**config.mk**
```make
export PLATFORM = sky130hd
export DESIGN_NAME = fir_engine
export DESIGN_NICKNAME = d
export VERILOG_FILES = /design/src/rtl/fir_engine.sv
export SDC_FILE = /design/constraint.sdc
export NUM_CORES = 2
export LEC_CHECK = 0
export ABC_AREA = 1
export CAP_MARGIN = 20
export CORE_ASPECT_RATIO = 0.6
export CORE_UTILIZATION = 34
export CTS_CLUSTER_DIAMETER = 30
export CTS_CLUSTER_SIZE = 30
export DETAILED_ROUTE_END_ITERATION = 10
export GPL_TIMING_DRIVEN = 0
export SLEW_MARGIN = 40
export SYNTH_ARGS = -nofsm -noshare
export SYNTH_HDL_FRONTEND = slang
export SYNTH_SLANG_ARGS = --single-unit
```
**constraint.sdc**
```tcl
create_clock -name clk -period 4.5 [get_ports clk]
set_input_delay 0.675 -clock clk [delete_from_list [all_inputs] [get_ports clk]]
set_output_delay 0.675 -clock clk [all_outputs]
set_load 0.03 [all_outputs]
```
**src/rtl/fir_engine.sv**
```systemverilog
// Multi-channel FIR multiply-accumulate engine: one pass per rising edge of seq,
// coefficients from a banked external synchronous ROM, saturated per-channel outputs.
module fir_engine #(
    parameter  int DW    = 16,
    parameter  int CW    = 16,
    parameter  int NTAPS = 1021,
    parameter  int CH    = 2,
    parameter  int NBANK = 4,
    parameter  int SHIFT = 15,
    parameter  int AW    = 12,
    localparam int BW    = (NBANK > 1) ? $clog2(NBANK) : 1,
    localparam int TW    = (NTAPS > 1) ? $clog2(NTAPS) : 1
) (
    input  logic               clk,
    input  logic               rst_n,
    input  logic               seq,
    input  logic [BW-1:0]      bank,
    output logic [AW-1:0]      coef_addr,
    input  logic [CW-1:0]      coef_data,
    output logic [TW-1:0]      tap_idx,
    input  logic [CH*DW-1:0]   smpl_in,
    output logic               busy,
    output logic               out_vld,
    output logic [CH*DW-1:0]   out_data,
    output logic [CH-1:0]      sat
);

    localparam int KW   = $clog2(NTAPS + 1);
    localparam int PW   = DW + CW;
    localparam int ACCW = DW + CW + $clog2(NTAPS);
    localparam logic signed [ACCW-1:0] SAT_MAX = ACCW'({1'b0, {(DW-1){1'b1}}});
    localparam logic signed [ACCW-1:0] SAT_MIN = ~SAT_MAX;

    typedef enum logic [1:0] {S_IDLE, S_PRIME, S_ACCUM, S_OUTPUT} state_t;

    state_t                  r_state;
    state_t                  w_next;
    logic                    r_seq_ff;
    logic                    w_start;
    logic [BW-1:0]           r_bank;
    logic [KW-1:0]           r_k;
    logic signed [ACCW-1:0]  r_acc [CH];
    logic signed [CW-1:0]    w_coef_s;
    logic signed [PW-1:0]    w_prod [CH];
    logic signed [ACCW-1:0]  w_shr [CH];
    logic [DW-1:0]           w_res [CH];
    logic [CH-1:0]           w_sat;
    logic                    w_addr_active;
    logic                    r_out_vld;
    logic [CH*DW-1:0]        r_out_data;
    logic [CH-1:0]           r_sat;

    assign w_start  = seq & ~r_seq_ff;
    assign w_coef_s = signed'(coef_data);

    always_ff @(posedge clk or negedge rst_n) begin
        if (!rst_n) r_state <= S_IDLE;
        else        r_state <= w_next;
    end

    // A start edge overrides whatever the current state would do next.
    always_comb begin
        // NOTE: default assigned first so no path through the case leaves w_next unassigned (no latch).
        w_next = r_state;
        case (r_state)
            S_PRIME:  w_next = S_ACCUM;
            S_ACCUM:  if (r_k == KW'(NTAPS)) w_next = S_OUTPUT;
            S_OUTPUT: w_next = S_IDLE;
            default:  w_next = r_state;
        endcase
        if (w_start) w_next = S_PRIME;
    end

    always_comb begin
        for (int c = 0; c < CH; c++) begin
            w_prod[c] = PW'(w_coef_s) * PW'(signed'(smpl_in[c*DW +: DW]));
            w_shr[c]  = r_acc[c] >>> SHIFT;
            w_sat[c]  = (w_shr[c] > SAT_MAX) || (w_shr[c] < SAT_MIN);
            if (w_shr[c] > SAT_MAX)      w_res[c] = {1'b0, {(DW-1){1'b1}}};
            else if (w_shr[c] < SAT_MIN) w_res[c] = {1'b1, {(DW-1){1'b0}}};
            else                         w_res[c] = w_shr[c][DW-1:0];
        end
    end

    always_ff @(posedge clk or negedge rst_n) begin
        if (!rst_n) begin
            r_seq_ff   <= 1'b0;
            r_bank     <= '0;
            r_k        <= '0;
            r_out_vld  <= 1'b0;
            r_out_data <= '0;
            r_sat      <= '0;
            // NOTE: the accumulators are a handful of flops, not a RAM, so they take the async reset too.
            for (int c = 0; c < CH; c++) r_acc[c] <= '0;
        end else begin
            // NOTE: non-blocking throughout so every register samples pre-edge values.
            r_seq_ff  <= seq;
            r_out_vld <= 1'b0;
            if (w_start) begin
                r_bank <= bank;
                r_k    <= '0;
                for (int c = 0; c < CH; c++) r_acc[c] <= '0;
            end else begin
                case (r_state)
                    S_PRIME: r_k <= KW'(1);
                    S_ACCUM: begin
                        r_k <= r_k + KW'(1);
                        for (int c = 0; c < CH; c++) r_acc[c] <= r_acc[c] + ACCW'(w_prod[c]);
                    end
                    S_OUTPUT: begin
                        r_out_vld <= 1'b1;
                        r_sat     <= w_sat;
                        for (int c = 0; c < CH; c++) r_out_data[c*DW +: DW] <= w_res[c];
                    end
                    default: ;
                endcase
            end
        end
    end

    // r_k already points one tap ahead in ACCUM; the final ACCUM cycle has no next tap.
    assign w_addr_active = (r_state == S_PRIME) ||
                           ((r_state == S_ACCUM) && (r_k < KW'(NTAPS)));
    assign coef_addr = w_addr_active ? AW'(int'(r_bank) * NTAPS + int'(r_k)) : '0;
    assign tap_idx   = w_addr_active ? TW'(r_k) : '0;

    assign busy     = (r_state != S_IDLE);
    assign out_vld  = r_out_vld;
    assign out_data = r_out_data;
    assign sat      = r_sat;

endmodule

```
Word-level counts from Yosys, hierarchy flattened
Cells that the tools add are included.
{"block": "word_totals", "inputBits": 53, "elab_cells": 54, "output_inout_bits": 58, "reg_bits": 134}
{"block": "classes", "n_reduce_logical": 10, "muxes": 15, "eq_ne": 5, "n_mul": 3, "n_lt_le_gt_ge": 5, "add_sub_neg": 4, "bitwise": 3}
{"cell": "$mux W84", "count": 2}
{"cell": "$add A42 B32 Y42", "count": 2}
{"cell": "$mul A16 B16 Y32", "count": 2}
{"cell": "$mux W16", "count": 4}
{"cell": "$gt A27 B16 Y1 const B", "count": 2}
{"cell": "$lt A27 B16 Y1 const B", "count": 2}
{"cell": "$mux W10", "count": 2}
{"cell": "$pmux W10 S2", "count": 1}
{"cell": "$add A12 B10 Y12", "count": 1}
{"cell": "$mul A2 B10 Y12 const B", "count": 1}
{"cell": "$mux W12", "count": 1}
{"cell": "$add A10 B1 Y10 const B", "count": 1}
{"cell": "$eq A10 B10 Y1 const B", "count": 1}
{"cell": "$lt A10 B10 Y1 const B", "count": 1}
{"cell": "$pmux W2 S3", "count": 1}
{"cell": "$eq A2 B2 Y1 const B", "count": 2}
{"cell": "$mux W2", "count": 2}
{"cell": "$reduce_and A2 Y1", "count": 2}
{"cell": "$reduce_bool A2 Y1", "count": 2}
{"cell": "$reduce_bool A4 Y1", "count": 1}
{"cell": "$logic_or A1 B1 Y1", "count": 3}
{"cell": "$ne A3 B3 Y1 const B", "count": 1}
{"cell": "$reduce_bool A3 Y1", "count": 1}
{"cell": "$eq A2 B1 Y1 const B", "count": 1}
{"cell": "other kinds (4)", "count": 6}

Logic depth before layout (Yosys ltp)
{"block": "depth", "depth_word": 4, "depth_mapped": 29, "mapped_depth_nobuf": 28}

Least setup slack after synthesis
No wires, ideal clock.
{"block": "synth_timing", "path_type": "in2reg", "startpoint": "input port smpl_in[19]", "endpoint": "register r_acc[40] in the netlist's numbering", "setup_time_ps": 117, "path_buffers": 2, "setup_slack_ps": -1807, "stages": 24, "arrival_time_ps": 6190, "path_cell_list": "clkbuf_1 clkbuf_1 nand2_1 inv_1 fa_1 inv_1 fa_1 fa_1 fa_1 inv_1 fa_1 inv_1 fa_1 inv_1 ha_1 nand2_1 nor3_1 nand2_1 nor2_1 nand3_1 nand3_1 nand2_1 nand3_1 nand2_1"}
{"block": "synth_between", "elab_chain_len": 4}
{"item": "start: declaration", "line_no": "21", "text": "input logic [CH*DW-1:0] smpl_in,"}
{"item": "$mul A16 B16 Y32", "line_no": "76", "text": "w_prod[c] = PW'(w_coef_s) * PW'(signed'(smpl_in[c*DW +: DW]));"}
{"item": "$add A42 B32 Y42", "line_no": "108", "text": "for (int c = 0; c < CH; c++) r_acc[c] <= r_acc[c] + ACCW'(w_prod[c]);"}
{"item": "$mux W84", "line_no": "104", "text": "case (r_state)"}
{"item": "$mux W84", "line_no": "99", "text": "if (w_start) begin"}
{"item": "end: declaration", "line_no": "42", "text": "logic signed [ACCW-1:0] r_acc [CH];"}
No other way between the ends. The select of a mux whose other input is x is not followed.
A chain may end at the register's enable or synchronous reset.

Worst setup path in the final report
{"block": "layout_timing", "startpoint": "input port coef_data[15]", "endpoint": "register r_acc[38] in the netlist's numbering"}
{"block": "layout_between", "elab_chain_len": 4}
{"item": "start: declaration", "line_no": "19", "text": "input logic [CW-1:0] coef_data,"}
{"item": "$mul A16 B16 Y32", "line_no": "76"}
{"item": "$add A42 B32 Y42", "line_no": "108"}
{"item": "$mux W84", "line_no": "104"}
{"item": "$mux W84", "line_no": "99"}
No other way between the ends. The select of a mux whose other input is x is not followed.

==> qor_table.md <==
| Parameter | This run |
|---|---|
| Count of H-tree levels built during CTS | 4 |
| Initial antenna violation count | 1 |
| Number of input and output port buffers inserted | 80 |
| Worst path required time | 4.90 ns |
| Synthesized Nets | 5507 |
| First drt pass iteration count | 8 |
| Via count of the routed design | 30200 |
| Mean post-synth cell area | 7.59 um2 |
| Hold Path Cell Cnt | 2 |
| Wire length per cell | 21.0 um |
| Cell area after synthesis | 34300 um2 |
| Residual antenna-violating net count after detailed routing | 0 |
| Aggregate negative setup slack | -67.00 ns |
| Overall die area | 102000 um2 |
| Normalized max-slew margin | 55.0% |
| Most area-consuming cells after synthesis | sky130_fd_sc_hd__fa_1 (40%), sky130_fd_sc_hd__inv_1 (15%), sky130_fd_sc_hd__nand2_1 (14%), sky130_fd_sc_hd__dfrtp_1 (9.8%), sky130_fd_sc_hd__ha_1 (9.5%) |
| Pin count of the biggest net entering global routing | 59 |
| Flip-flop and latch count after synthesis | 134 |
| Area share of the largest cell type after synthesis | 40.0% |
| Crit-path max FO | 5 |
| Portion of the clock cycle consumed by the worst path in the final layout | 132% |
| Pin slew with the least headroom to its limit | 0.675 ns |
| Most numerous cell in the Yosys netlist | sky130_fd_sc_hd__inv_1 |
| 1st-iter DRT viols | 2841 |
| Min-delay src | out_data[8]$_DFFE_PN0P_ |
| Count of clock tree sinks | 134 |
| Run status | complete, but fails checks |
| Final setup skew | 0.0155 ns |
| Final layout net count | 5831 |
| Clock tree from TritonCTS | yes |
| Synth top cells by count | sky130_fd_sc_hd__inv_1 (1331), sky130_fd_sc_hd__nand2_1 (1283), sky130_fd_sc_hd__fa_1 (684) |
| Worst-case setup margin in the final layout | -1.45 ns |
| Area grow syn2layout | 34.0% |
| Diode count | 0 |
| Global-route wire length before repair | 193000 um |
| Warnings, synthesis | 0 |
| Type of the worst setup path | in2reg |
| Type of the tightest min-delay check | reg2reg |
| Count of placed standard cells in the final layout, fillers left out | 6167 |
| Final hold violation count | 0 |
| CTS root buf | sky130_fd_sc_hd__clkbuf_16 |
| Critical path endpoint category | flip-flop |
| Number of synthesized flops with an enable pin | 0 |
| Final Routed Wirelength | 130000 um |
| IO Pins | 111 |
| Yosys cell types | 47 |
| Final-layout worst hold slack | 0.492 ns |
| Async set-reset flop share out of synthesis | 100% |
| Final setup violation count | 66 |
| Number of buffers inserted during clock tree synthesis | 17 |
| Clock latency on the worst-skew pair | 0.52 ns |
| Core footprint | 99100 um2 |
| Launching point of the worst reg2reg path | r_acc[15]$_DFFE_PN0P_ |
| Post-synth top area cell | sky130_fd_sc_hd__fa_1 |
| Post-placement cell count | 5912 |
| Via count of the first global-routing pass | 29800 |
| Highest clock rate | 168 MHz |
| Seq/Total Area, Yosys | 9.79% |
| Min Clock Period, post-route | 5.95 ns |
| Via-to-Cell Ratio | 4.90 |
| Logic depth of the worst register-to-register path | 20 |
| Worst-path clk slew | 0.07 ns |
| Total grt overflow | 0 |
| Overall routing resource usage | 25.9% |
| Die Span X | 412 um |
| Estimated wirelength of the detail-placed design | 106000 um |
| RSZ-0062 raised after global routing | yes |
| Category of the worst setup path launch point | primary input |
| Critical path startpoint | coef_data[15] |
| Pins over their slew limit | 0 |
| Top_reg_cell synth | sky130_fd_sc_hd__dfrtp_1 |
| Maxcap violations | 0 |
| Std cell rows | 89 |
| Effective utilization at floorplan | 34.6% |
| DRC | 0 |
| Synthesized instance count | 4511 |
| Failing checks | negative setup slack |
| Number of buffers on the longest clock path | 2 |
| Critical Path AT | 6.34 ns |
| Die Ht | 248 um |
| Global placement routability congestion | 1.03 |
| Layout cell share with drive strength beyond 1 | 27.4% |
==> flip-flops by register name, indices dropped and copies added, names as in the netlist <==
| name | cells |
|---|---|
| r_bank | 2 |
| out_vld | 1 |
| sat | 2 |
| r_acc | 84 |
| r_k | 10 |
| r_seq_ff | 1 |
| out_data | 32 |
| r_state | 2 |
==> worst paths after layout <==
path                                                 to  slack, ns
worst min-delay path            out_data[8]$_DFFE_PN0P_       0.49
worst max-delay path              r_acc[38]$_DFFE_PN0P_      -1.45
min in group asynchronous       out_data[8]$_DFFE_PN0P_       0.62
max in group asynchronous         r_acc[40]$_DFFE_PN0P_       3.19
worst max register to register    r_acc[38]$_DFFE_PN0P_      -0.50
worst min register to register  out_data[8]$_DFFE_PN0P_       0.49
==> cell usage in the layout, fill, tap and decap left out, drive strengths merged, types with 4 or more instances in the layout <==
| cell | n |
|---|---|
| bufinv | 6 |
| nand4 | 26 |
| o21ai | 70 |
| nand3 | 102 |
| nor2 | 253 |
| inv | 1342 |
| dfrtp | 134 |
| nor3 | 12 |
| or2 | 4 |
| o31ai | 13 |
| fa | 684 |
| o21bai | 18 |
| clkdlybuf4s50 | 60 |
| a22o | 18 |
| clkbuf | 122 |
| buf | 275 |
| xor2 | 4 |
| nand2 | 1293 |
| xnor2 | 8 |
| a21oi | 92 |
| o22ai | 5 |
| ha | 259 |
| nand3b | 24 |
==> kinds of logic (layout without fill, tap and decap cells) <==
kind of cell	Yosys count	count (layout)	synth area share [%]
and+or+nand+nor	1717	1717	20.1
buffers and inverters	1475	1812	16.3
adders and majority gates	943	943	49.4
AOI/OAI and AO/OA	230	230	4.12
DFF	134	134	9.79
xor gates and xnor gates	12	12	0.307
==> per-layer routing <==
layer,track usage (%),wire [um],vias up
met1,41.6,63200,15200
met2,31.3,45800,1459
met3,10.7,19200,75
met5,0,133,-
met4,3.65,1200,2
li1,-,-,13500
==> layout make-up <==
class | count | area (um2)
fill | 9537 | 53200
multi-input combinational | 2902 | 29700
inverter | 1340 | 5090
sequential | 134 | 3360
timing repair buffer | 305 | 3040
buffer | 135 | 2370
tap | 1319 | 1650
clock buffer | 19 | 443
clock inverter | 13 | 241
==> what timing repair did <==
action                                  4_1_cts  5_1_grt
buffers inserted                            160       61
pin swaps                                   289      315
cloned                                        5        4
hold buffers                                  1        0
endpoints found under the hold margin         9        0
resized for setup                           880      400
endpoints found under the setup margin       76       71
==> per-stage QoR <==
stage / util, % / setup WS [ns] / instance area, um2
after CTS: 44.6 / -1.25 / 44200
after detailed placement: 39.2 / -3.34 / 38900
after global routing: 46.3 / -1.52 / 45900
after floorplan: - / -1.30 / 36300
after global placement: 39.1 / -4.01 / 38800
final: 46.3 / -1.45 / 45900
==> worst max-delay path: stages <==
cell and delay (ns):
sky130_fd_sc_hd__buf_16 0.13, sky130_fd_sc_hd__clkbuf_16 0.17, sky130_fd_sc_hd__nand2_4 0.06, sky130_fd_sc_hd__inv_2 0.03
sky130_fd_sc_hd__fa_4 0.86, sky130_fd_sc_hd__inv_4 0.04, sky130_fd_sc_hd__fa_2 0.65, sky130_fd_sc_hd__fa_2 0.53
sky130_fd_sc_hd__fa_2 0.69, sky130_fd_sc_hd__inv_4 0.09, sky130_fd_sc_hd__fa_1 0.51, sky130_fd_sc_hd__inv_2 0.04
sky130_fd_sc_hd__fa_1 0.51, sky130_fd_sc_hd__inv_2 0.05, sky130_fd_sc_hd__ha_4 0.30, sky130_fd_sc_hd__nand2_4 0.09
sky130_fd_sc_hd__buf_12 0.13, sky130_fd_sc_hd__nor2_4 0.11, sky130_fd_sc_hd__nand2_4 0.08, sky130_fd_sc_hd__nor2_4 0.13
sky130_fd_sc_hd__nand3_4 0.12, sky130_fd_sc_hd__nand3_1 0.09, sky130_fd_sc_hd__nand2_1 0.06, sky130_fd_sc_hd__nand3_2 0.08
sky130_fd_sc_hd__nand2_1 0.06
Power is not shown: default switching activity piles up to over one toggle a cycle in this logic, so the estimate is an artifact.
